## src/rtl/div_pkg.sv

```systemverilog
// Shared types and sizing for the sequential shift-subtract divider.
package div_pkg;

  localparam int unsigned DIV_WIDTH = 32;
  localparam int unsigned CNT_W     = $clog2(DIV_WIDTH + 1);

  typedef enum logic [1:0] {
    IDLE = 2'd0,
    RUN  = 2'd1,
    FIN  = 2'd2
  } div_state_e;

  // Counter width able to hold the value `width`.
  function automatic int unsigned cnt_width(input int unsigned width);
    return $clog2(width + 1);
  endfunction

endpackage

```

## src/rtl/div_trial_sub.sv

```systemverilog
// Trial subtract for one restoring-division step: shifted remainder minus divisor.
module div_trial_sub
  import div_pkg::*;
#(
  parameter int unsigned WIDTH = DIV_WIDTH
) (
  input  logic [WIDTH:0]   r_shifted,
  input  logic [WIDTH-1:0] d,
  output logic [WIDTH-1:0] difference_c,
  output logic             borrow_c
);

  logic [WIDTH:0] d_ext;

  // Compare and subtract at WIDTH+1 bits; on no-borrow the result fits WIDTH bits.
  always_comb begin
    d_ext        = {1'b0, d};
    borrow_c     = (r_shifted < d_ext);
    difference_c = WIDTH'(r_shifted - d_ext);
  end

endmodule

```

## src/rtl/seq_shift_sub_divider.sv

```systemverilog
// Sequential restoring divider, one quotient bit per clock, Start/Done handshake.
// Optional feature macro: DIV_SIGNED_EN (two's complement operands, truncating division).
module seq_shift_sub_divider
  import div_pkg::*;
#(
  parameter int unsigned WIDTH = DIV_WIDTH
) (
  input  logic             Clock,
  input  logic             Reset,
  input  logic             Start,
  input  logic [WIDTH-1:0] Dividend,
  input  logic [WIDTH-1:0] Divisor,
  output logic [WIDTH-1:0] Quotient,
  output logic [WIDTH-1:0] Remainder,
  output logic             Busy,
  output logic             Done,
  output logic             Div_By_Zero
);

  localparam int unsigned CNT_BITS = cnt_width(WIDTH);

  div_state_e            state_q, state_d;
  logic [CNT_BITS-1:0]   cnt_q, cnt_d;
  logic [WIDTH-1:0]      r_q, r_d;
  logic [WIDTH-1:0]      q_q, q_d;
  logic [WIDTH-1:0]      d_q, d_d;
  logic [WIDTH-1:0]      quotient_q, quotient_d;
  logic [WIDTH-1:0]      remainder_q, remainder_d;
  logic                  busy_q, busy_d;
  logic                  done_q, done_d;
  logic                  dbz_q, dbz_d;

  logic [WIDTH:0]        r_shift_c;
  logic [WIDTH-1:0]      diff_c;
  logic                  borrow_c;
  logic [WIDTH-1:0]      r_step_c;
  logic [WIDTH-1:0]      q_step_c;
  logic [WIDTH-1:0]      quot_fix_c;
  logic [WIDTH-1:0]      rem_fix_c;
  logic [WIDTH-1:0]      dividend_mag_c;
  logic [WIDTH-1:0]      divisor_mag_c;

`ifdef DIV_SIGNED_EN
  logic                  neg_q_q, neg_q_d;
  logic                  neg_r_q, neg_r_d;

  // Magnitudes feed the unsigned core; most-negative maps to 2^(WIDTH-1).
  always_comb begin
    dividend_mag_c = Dividend[WIDTH-1] ? (-Dividend) : Dividend;
    divisor_mag_c  = Divisor[WIDTH-1]  ? (-Divisor)  : Divisor;
  end

  // Sign fix-up applied as the final step result is loaded into the outputs.
  always_comb begin
    quot_fix_c = neg_q_q ? (-q_step_c) : q_step_c;
    rem_fix_c  = neg_r_q ? (-r_step_c) : r_step_c;
  end
`else
  // Unsigned build: operands and results pass straight through.
  always_comb begin
    dividend_mag_c = Dividend;
    divisor_mag_c  = Divisor;
    quot_fix_c     = q_step_c;
    rem_fix_c      = r_step_c;
  end
`endif

  // One shift-subtract step: {R,Q} shifted left, trial subtract, restore on borrow.
  assign r_shift_c = {r_q, q_q[WIDTH-1]};

  div_trial_sub #(
    .WIDTH (WIDTH)
  ) u_trial_sub (
    .r_shifted    (r_shift_c),
    .d            (d_q),
    .difference_c (diff_c),
    .borrow_c     (borrow_c)
  );

  assign r_step_c = borrow_c ? r_shift_c[WIDTH-1:0] : diff_c;
  assign q_step_c = {q_q[WIDTH-2:0], ~borrow_c};

  // Next-state, datapath and output computation.
  always_comb begin
    state_d     = state_q;
    cnt_d       = cnt_q;
    r_d         = r_q;
    q_d         = q_q;
    d_d         = d_q;
    quotient_d  = quotient_q;
    remainder_d = remainder_q;
    busy_d      = busy_q;
    done_d      = 1'b0;
    dbz_d       = dbz_q;
`ifdef DIV_SIGNED_EN
    neg_q_d     = neg_q_q;
    neg_r_d     = neg_r_q;
`endif
    case (state_q)
      IDLE: begin
        busy_d = 1'b0;
        if (Start) begin
          dbz_d = 1'b0;
          r_d   = '0;
          q_d   = dividend_mag_c;
          d_d   = divisor_mag_c;
          cnt_d = CNT_BITS'(WIDTH);
`ifdef DIV_SIGNED_EN
          neg_q_d = Dividend[WIDTH-1] ^ Divisor[WIDTH-1];
          neg_r_d = Dividend[WIDTH-1];
`endif
          if (Divisor == '0) begin
            state_d     = FIN;
            done_d      = 1'b1;
            quotient_d  = '1;
            remainder_d = Dividend;
            dbz_d       = 1'b1;
          end else begin
            state_d = RUN;
            busy_d  = 1'b1;
          end
        end
      end
      RUN: begin
        r_d   = r_step_c;
        q_d   = q_step_c;
        cnt_d = cnt_q - CNT_BITS'(1);
        if (cnt_q == CNT_BITS'(1)) begin
          state_d     = FIN;
          busy_d      = 1'b0;
          done_d      = 1'b1;
          quotient_d  = quot_fix_c;
          remainder_d = rem_fix_c;
        end
      end
      FIN: begin
        state_d = IDLE;
        busy_d  = 1'b0;
      end
      default: begin
        state_d = IDLE;
        busy_d  = 1'b0;
      end
    endcase
  end

  // FSM state register.
  always_ff @(posedge Clock) begin
    if (Reset) begin
      state_q <= IDLE;
    end else begin
      state_q <= state_d;
    end
  end

  // Datapath and output registers.
  always_ff @(posedge Clock) begin
    if (Reset) begin
      cnt_q       <= '0;
      r_q         <= '0;
      q_q         <= '0;
      d_q         <= '0;
      quotient_q  <= '0;
      remainder_q <= '0;
      busy_q      <= 1'b0;
      done_q      <= 1'b0;
      dbz_q       <= 1'b0;
    end else begin
      cnt_q       <= cnt_d;
      r_q         <= r_d;
      q_q         <= q_d;
      d_q         <= d_d;
      quotient_q  <= quotient_d;
      remainder_q <= remainder_d;
      busy_q      <= busy_d;
      done_q      <= done_d;
      dbz_q       <= dbz_d;
    end
  end

`ifdef DIV_SIGNED_EN
  // Result sign flags captured with the operands.
  always_ff @(posedge Clock) begin
    if (Reset) begin
      neg_q_q <= 1'b0;
      neg_r_q <= 1'b0;
    end else begin
      neg_q_q <= neg_q_d;
      neg_r_q <= neg_r_d;
    end
  end
`endif

  assign Quotient    = quotient_q;
  assign Remainder   = remainder_q;
  assign Busy        = busy_q;
  assign Done        = done_q;
  assign Div_By_Zero = dbz_q;

endmodule

```

## config.mk

```make
export PLATFORM = sky130hd
export DESIGN_NAME = seq_shift_sub_divider
export DESIGN_NICKNAME = d
export VERILOG_FILES = /design/src/rtl/div_pkg.sv /design/src/rtl/div_trial_sub.sv /design/src/rtl/seq_shift_sub_divider.sv
export SDC_FILE = /design/constraint.sdc
export NUM_CORES = 1
export LEC_CHECK = 0
export CELL_PAD_IN_SITES_DETAIL_PLACEMENT = 2
export CELL_PAD_IN_SITES_GLOBAL_PLACEMENT = 2
export CORE_MARGIN = 5
export CORE_UTILIZATION = 31
export DETAILED_ROUTE_END_ITERATION = 10
export PLACE_DENSITY = 0.84
export SLEW_MARGIN = 5
export SYNTH_ARGS = -nofsm -noshare
export SYNTH_HDL_FRONTEND = slang
export SYNTH_SLANG_ARGS = --single-unit
export TNS_END_PERCENT = 20
```

## constraint.sdc

```tcl
create_clock -name Clock -period 3.07 [get_ports Clock]
set_input_delay 0.7675 -clock Clock [delete_from_list [all_inputs] [get_ports Clock]]
set_output_delay 0.7675 -clock Clock [all_outputs]
set_load 0.005 [all_outputs]
```

# Word-level counts from Yosys, hierarchy flattened
# Index checks and enable logic that the tools add are counted.
[totals] reg_bits=171 input_bits=67 output_inout_bits=67 word_cells=53
[classes] add_sub_neg=2 order_cmp=1 n_eq_ne=5 mux=27 n_bitwise=1 reduce_logical=7
[ops] operator="$mux 32" count=9
[ops] operator="$pmux 32 s2" count=4
[ops] operator="$lt 33x32->1" count=1
[ops] operator="$logic_not 32->1" count=1
[ops] operator="$sub 32x32->32" count=1
[ops] operator="$pmux 6 s2" count=1
[ops] operator="$eq 6x1->1 const B" count=1
[ops] operator="$mux 1" count=6
[ops] operator="$mux 2" count=3
[ops] operator="$mux 6" count=1
[ops] operator="$ne 2x2->1 const B" count=3
[ops] operator="$reduce_and 2->1" count=3
[ops] operator="$sub 6x1->6 const B" count=1
[ops] operator="$pmux 1 s2" count=2
[ops] operator="$pmux 2 s2" count=1
[ops] operator="$reduce_and 4->1" count=1
[ops] operator="$eq 2x1->1 const B" count=1
[ops] operator="$logic_not 2->1" count=1
[ops] operator="$reduce_bool 2->1" count=1
[ops] operator="$not 1->1" count=1

# Depth between registers and ports, before layout
[logic_depth] depth_word=4 ltp_mapped=13 ltp_nobuf=11

# Cells and area by module
# From an unflattened synthesis, not the netlist that was laid out.
[hier_totals] hier_cells=1262 hier_area_um2=10417.5
[modules_own_cells] module="seq_shift_sub_divider" n_inst=1 cells_per_inst=986 area_each_um2=8520.7 seq_area_each_um2=3423.3
[modules_own_cells] module="div_trial_sub" n_inst=1 cells_per_inst=276 area_each_um2=1896.8 seq_area_each_um2=0.0

# Worst setup path before layout
# OpenSTA, ideal clock, no wires.
[synth_path] path_kind="flip-flop to flip-flop" from="register q_q[31]" to="register remainder_q[30], in the netlist Remainder[30]" setup_ns=0.103 arrival_ns=2.611 required_ns=2.967 setup_slack_ns=0.356 path_stages_with_launch=12 path_buffers=0 synth_period_minus_slack_ns=2.714 path_cell_list="dfxtp_1 > inv_1 > ha_1 > fa_1 > nand2b_1 > a211oi_2 > o21ai_1 > a2111oi_2 > nor2_1 > o311ai_1 > mux2i_1 > a2111oi_2"
[synth_via] elab_chain_cells=4 elab_cells_between_ends=5 classes_between="add/sub (1); order compare (1); mux (3)"
[synth_lines] item="start: declaration" line_no="seq_shift_sub_divider.sv:25" text="logic [WIDTH-1:0] q_q, q_d;"
[synth_lines] item="start signal: assignment" line_no="seq_shift_sub_divider.sv:171" text="q_q <= q_d;"
[synth_lines] item="$sub 32x32->32 / $lt 33x32->1 (equally long branches)" line_no="div_trial_sub.sv:19, div_trial_sub.sv:18"
[synth_lines] item="$mux 32 (*)" line_no="seq_shift_sub_divider.sv:80" text="assign r_step_c = borrow_c ? r_shift_c[WIDTH-1:0] : diff_c;"
[synth_lines] item="$mux 32 (*)" line_no="seq_shift_sub_divider.sv:128" text="if (cnt_q == CNT_BITS'(1)) begin"
[synth_lines] item="$pmux 32 s2 (*)" line_no="seq_shift_sub_divider.sv:99" text="case (state_q)"
[synth_lines] item="end signal: assignment" line_no="seq_shift_sub_divider.sv:174" text="remainder_q <= remainder_d;"
[synth_lines] item="end: declaration" line_no="seq_shift_sub_divider.sv:28" text="logic [WIDTH-1:0] remainder_q, remainder_d;"
# Mark *: on every way between the ends. The rest lies on a longest branch, timed or not. The select of a mux whose other input is x is not followed.
# A chain may end at the register's enable or synchronous reset.

# Worst setup path in the final report
[layout_path] from="register q_q[31]" to="register remainder_q[24], in the netlist Remainder[24]"
# Same word-level chain as after synthesis.

==> impl_metrics.ini <==
[synthesis]
synthFlopType = dfxtp_1
synth.avg_cell_area_um2 = 7.70
synth_top_area_share_pct = 39.1
synth_common_cells = 183 x nand2_1, 171 x dfxtp_1, 158 x nor2_1
yosys.area.top_type = dfxtp_1
synth_edf_count = 0
synth_mux_area_share_pct = 0.915
synth-compound-area-share_pct = 24.1
synth_most_common_cell = nand2_1
synth_top_family_by_area = compound AO/OA/AOI/OAI gates
syn_nets = 1238
ys_seq_area_share_pct = 39.1
synthSimpleGateAreaFrac_pct = 23.1
ys_types = 67
synth_area_leaders = dfxtp_1 39%, nand2_1 7.8%, a21oi_1 7.1%, nor2_1 6.8%, a211oi_1 5.2%
async_reset_ff_share_pct = 0
synth_fa_ha_area_share_pct = 5.09
ys_ff_latch = 171
synth_xor_area_share_pct = 2.00
syn_inst = 1136
yosysWarnings = 0
synth_area_um2 = 8750

[die]
chipWidth_um = 178
ios = 134
fp-row-count = 61
die_y_um = 178
start_util_pct = 31.4
dieArea_um2 = 31700
core_area_um2 = 27900

[global_route]
antenna_found_initial = 0
grt-ovfl-total = 0
grt_max_degree = 69
grt_usage_pct = 22.7
grt_pass1_wl_um = 56800
grt_pass1_vias = 9994

[timing]
setup_viol = 3
hold_viol_final = 0
rsz0062_at_grt = true
finClkSkew_ns = 0.0134
max_freq_ghz = 0.319
finalCritPeriodShare_pct = 102
final_max_slew_viol_count = 0
finalSetupTns_ns = -0.112
fin_ws_ns = -0.0638
layout_min_cycle_time_ns = 3.13
maxSlewHeadroom_pct = 52.1
tightest_slew_ns = 0.715

[worst_setup_path]
critPathLaunchType = register
cpPeakStageDelay_ns = 0.37
r2r_slack_ns = -0.06
reg2reg_to = Remainder[24]
rr_worst_depth = 12
r2r_start = q_q[31]
cpMaxStageDelayCell = fa_2
critical_path_class = reg -> reg
crit_fanout = 3
arrival_ns = 3.48
crit_path_end_kind = register
cp.required_ns = 3.41
cp_cell_sequence = inv_2, ha_4, fa_2, nand2b_4, a211oi_4, buf_4, o2111ai_1, nand4_1, and4_1, nor3_1, o31a_1, a2111oi_4

[power_and_ir_drop]
comb_power_share_pct = 57.3
swShare_pct = 47.7
p_leak_nw = 4.36
ir_worst_vdd_v = 0.000927
p_sw_mw = 5.51
p_clk_share_pct = 19.4
seq_power_share_pct = 23.3
power.density_nw_per_um2 = 984
p_int_mw = 6.04

[min_path]
min_from = d_q[20]
hold-path-endpoint = d_q[20]
min_path_type = reg -> reg
min_path_cells = 2

[route]
wirelength_um = 38100
routed_via_density = 5.56
postRouteAntennaNets = 0
drt_iter0_drc = 678
route.vias.total = 9337
wl_per_cell_um = 22.7
drc = 0
firstDrtPassIters = 5

[outcome]
status = finished, violations left
violations = setup timing

[finish]
diodes = 0
nets = 1389
final_layout_size_suffix_gt1_share_pct = 13.1
syn2layout_area_growth_pct = 34.1
fill_cells = 3142
fin_util_pct = 42.1

[clock_network]
cts_tree = done
htreeDepth = 4
cts_buffers = 17
clk_pin_slew_ns = 0.08
postCtsHoldBufs = 0
clockRootBuffer = clkbuf_16
clockBufferDepth = 2
clk_latency_ns = 0.45
clock_sinks = 171

[placed_design]
hpwl_um = 25400
port_buffers = 133
place_congestion = 0.922

[flow_run]
max_cap_viol_count = 0
[registers in the layout, summed over array words and instances, names as in the netlist]
register and cells:
Busy 1, Div_By_Zero 1, Done 1, Quotient 32, Remainder 32, cnt_q 6
d_q 32, q_q 32, r_q 32, state_q 2
[cells by family after synthesis]
kind of cell | after synthesis
mux | 8
simple gates | 463
buf+inv | 123
flops | 171
xor+xnor | 20
fa+ha+maj | 35
compound gates | 316
[layout make-up]
type / instances / area [µm²] / share of cell area, %
clock inverter: 15 / 170 / 1.45
clock buffer: 17 / 425 / 3.63
multi-input combinational: 842 / 5060 / 43.1
timing repair buffer: 212 / 2020 / 17.2
inverter: 43 / 161 / 1.38
tap: 378 / 473 / 4.03
sequential: 171 / 3420 / 29.2
[layout by cell type (no fill, tap or decap), types with 11 or more instances in the layout]
cell and n:
a211oi_1 58, dfxtp_1 170, a31oi_1 22, o21ai_0 22, a311oi_1 22, xnor2_1 11
inv_1 42, clkdlybuf4s50_1 132, a21oi_1 119, nand3_1 14, nand2_1 181, nor2_1 155
and3_1 16, nor3_1 23, buf_4 72, clkbuf_16 18, nor4_1 17, ha_1 32
[worst max-delay path: cells and delay by family (launching register included)]
kind,cells,cell delay (ns)
DFF,1,0.36
AOI/OAI and AO/OA,4,1.19
adders and majority gates,2,0.54
buffers and inverters,2,0.21
and+or+nand+nor,4,0.73
[routing by layer]
layer	global-route usage, %	share of wire, %	up-vias
met1	29.7	43	4679
met3	3.65	4.8	68
met2	37.9	49	269
met4	8.02	2.8	0
met5	0	0	-
li1	-	-	4321
[metrics by stage]
stage	hold slack (ns)	cells	instance area (µm²)	power, mW	worst slack (ns)
global route	0.475	1678	11700	12.0	-0.160
finish	0.455	1678	11700	11.5	-0.0638
CTS	0.460	1671	11500	11.0	0.0119
floorplan	0.436	1136	8750	6.41	0.356
detailed placement	0.450	1638	10900	8.42	-0.445
global placement	0.443	1638	10900	8.18	-0.272
[worst max-delay path by stage]
stage          startpoint  slack (ns)       endpoint  cells after the start
2_1_floorplan     q_q[31]        0.36  Remainder[30]                     11
3_3_place_gp   Divisor[7]       -0.27  Remainder[30]                     11
3_5_place_dp   Divisor[7]       -0.44  Remainder[29]                     11
4_1_cts           d_q[30]        0.01  Remainder[23]                     12
5_1_grt           q_q[31]       -0.16  Remainder[24]                     12
6_report          q_q[31]       -0.06  Remainder[24]                     12
[timing repair]
action / 4_1_cts / 5_1_grt
buffers inserted: 1 / 6
gates cloned: 0 / 1
pin swaps: 5 / 11
endpoints found under the setup margin: 16 / 82
resized for setup: 13 / 31
[power by group through the flow]
stage | logic [mW] | registers, mW | clock network, mW
floorplan | 3.80 | 2.62 | 0
global placement | 5.48 | 2.69 | 0
detailed placement | 5.70 | 2.71 | 0
global route | 6.95 | 2.71 | 2.35
finish | 6.62 | 2.69 | 2.24
CTS | 6.10 | 2.67 | 2.24
No activity file was read; power rests on OpenSTA's default activity.
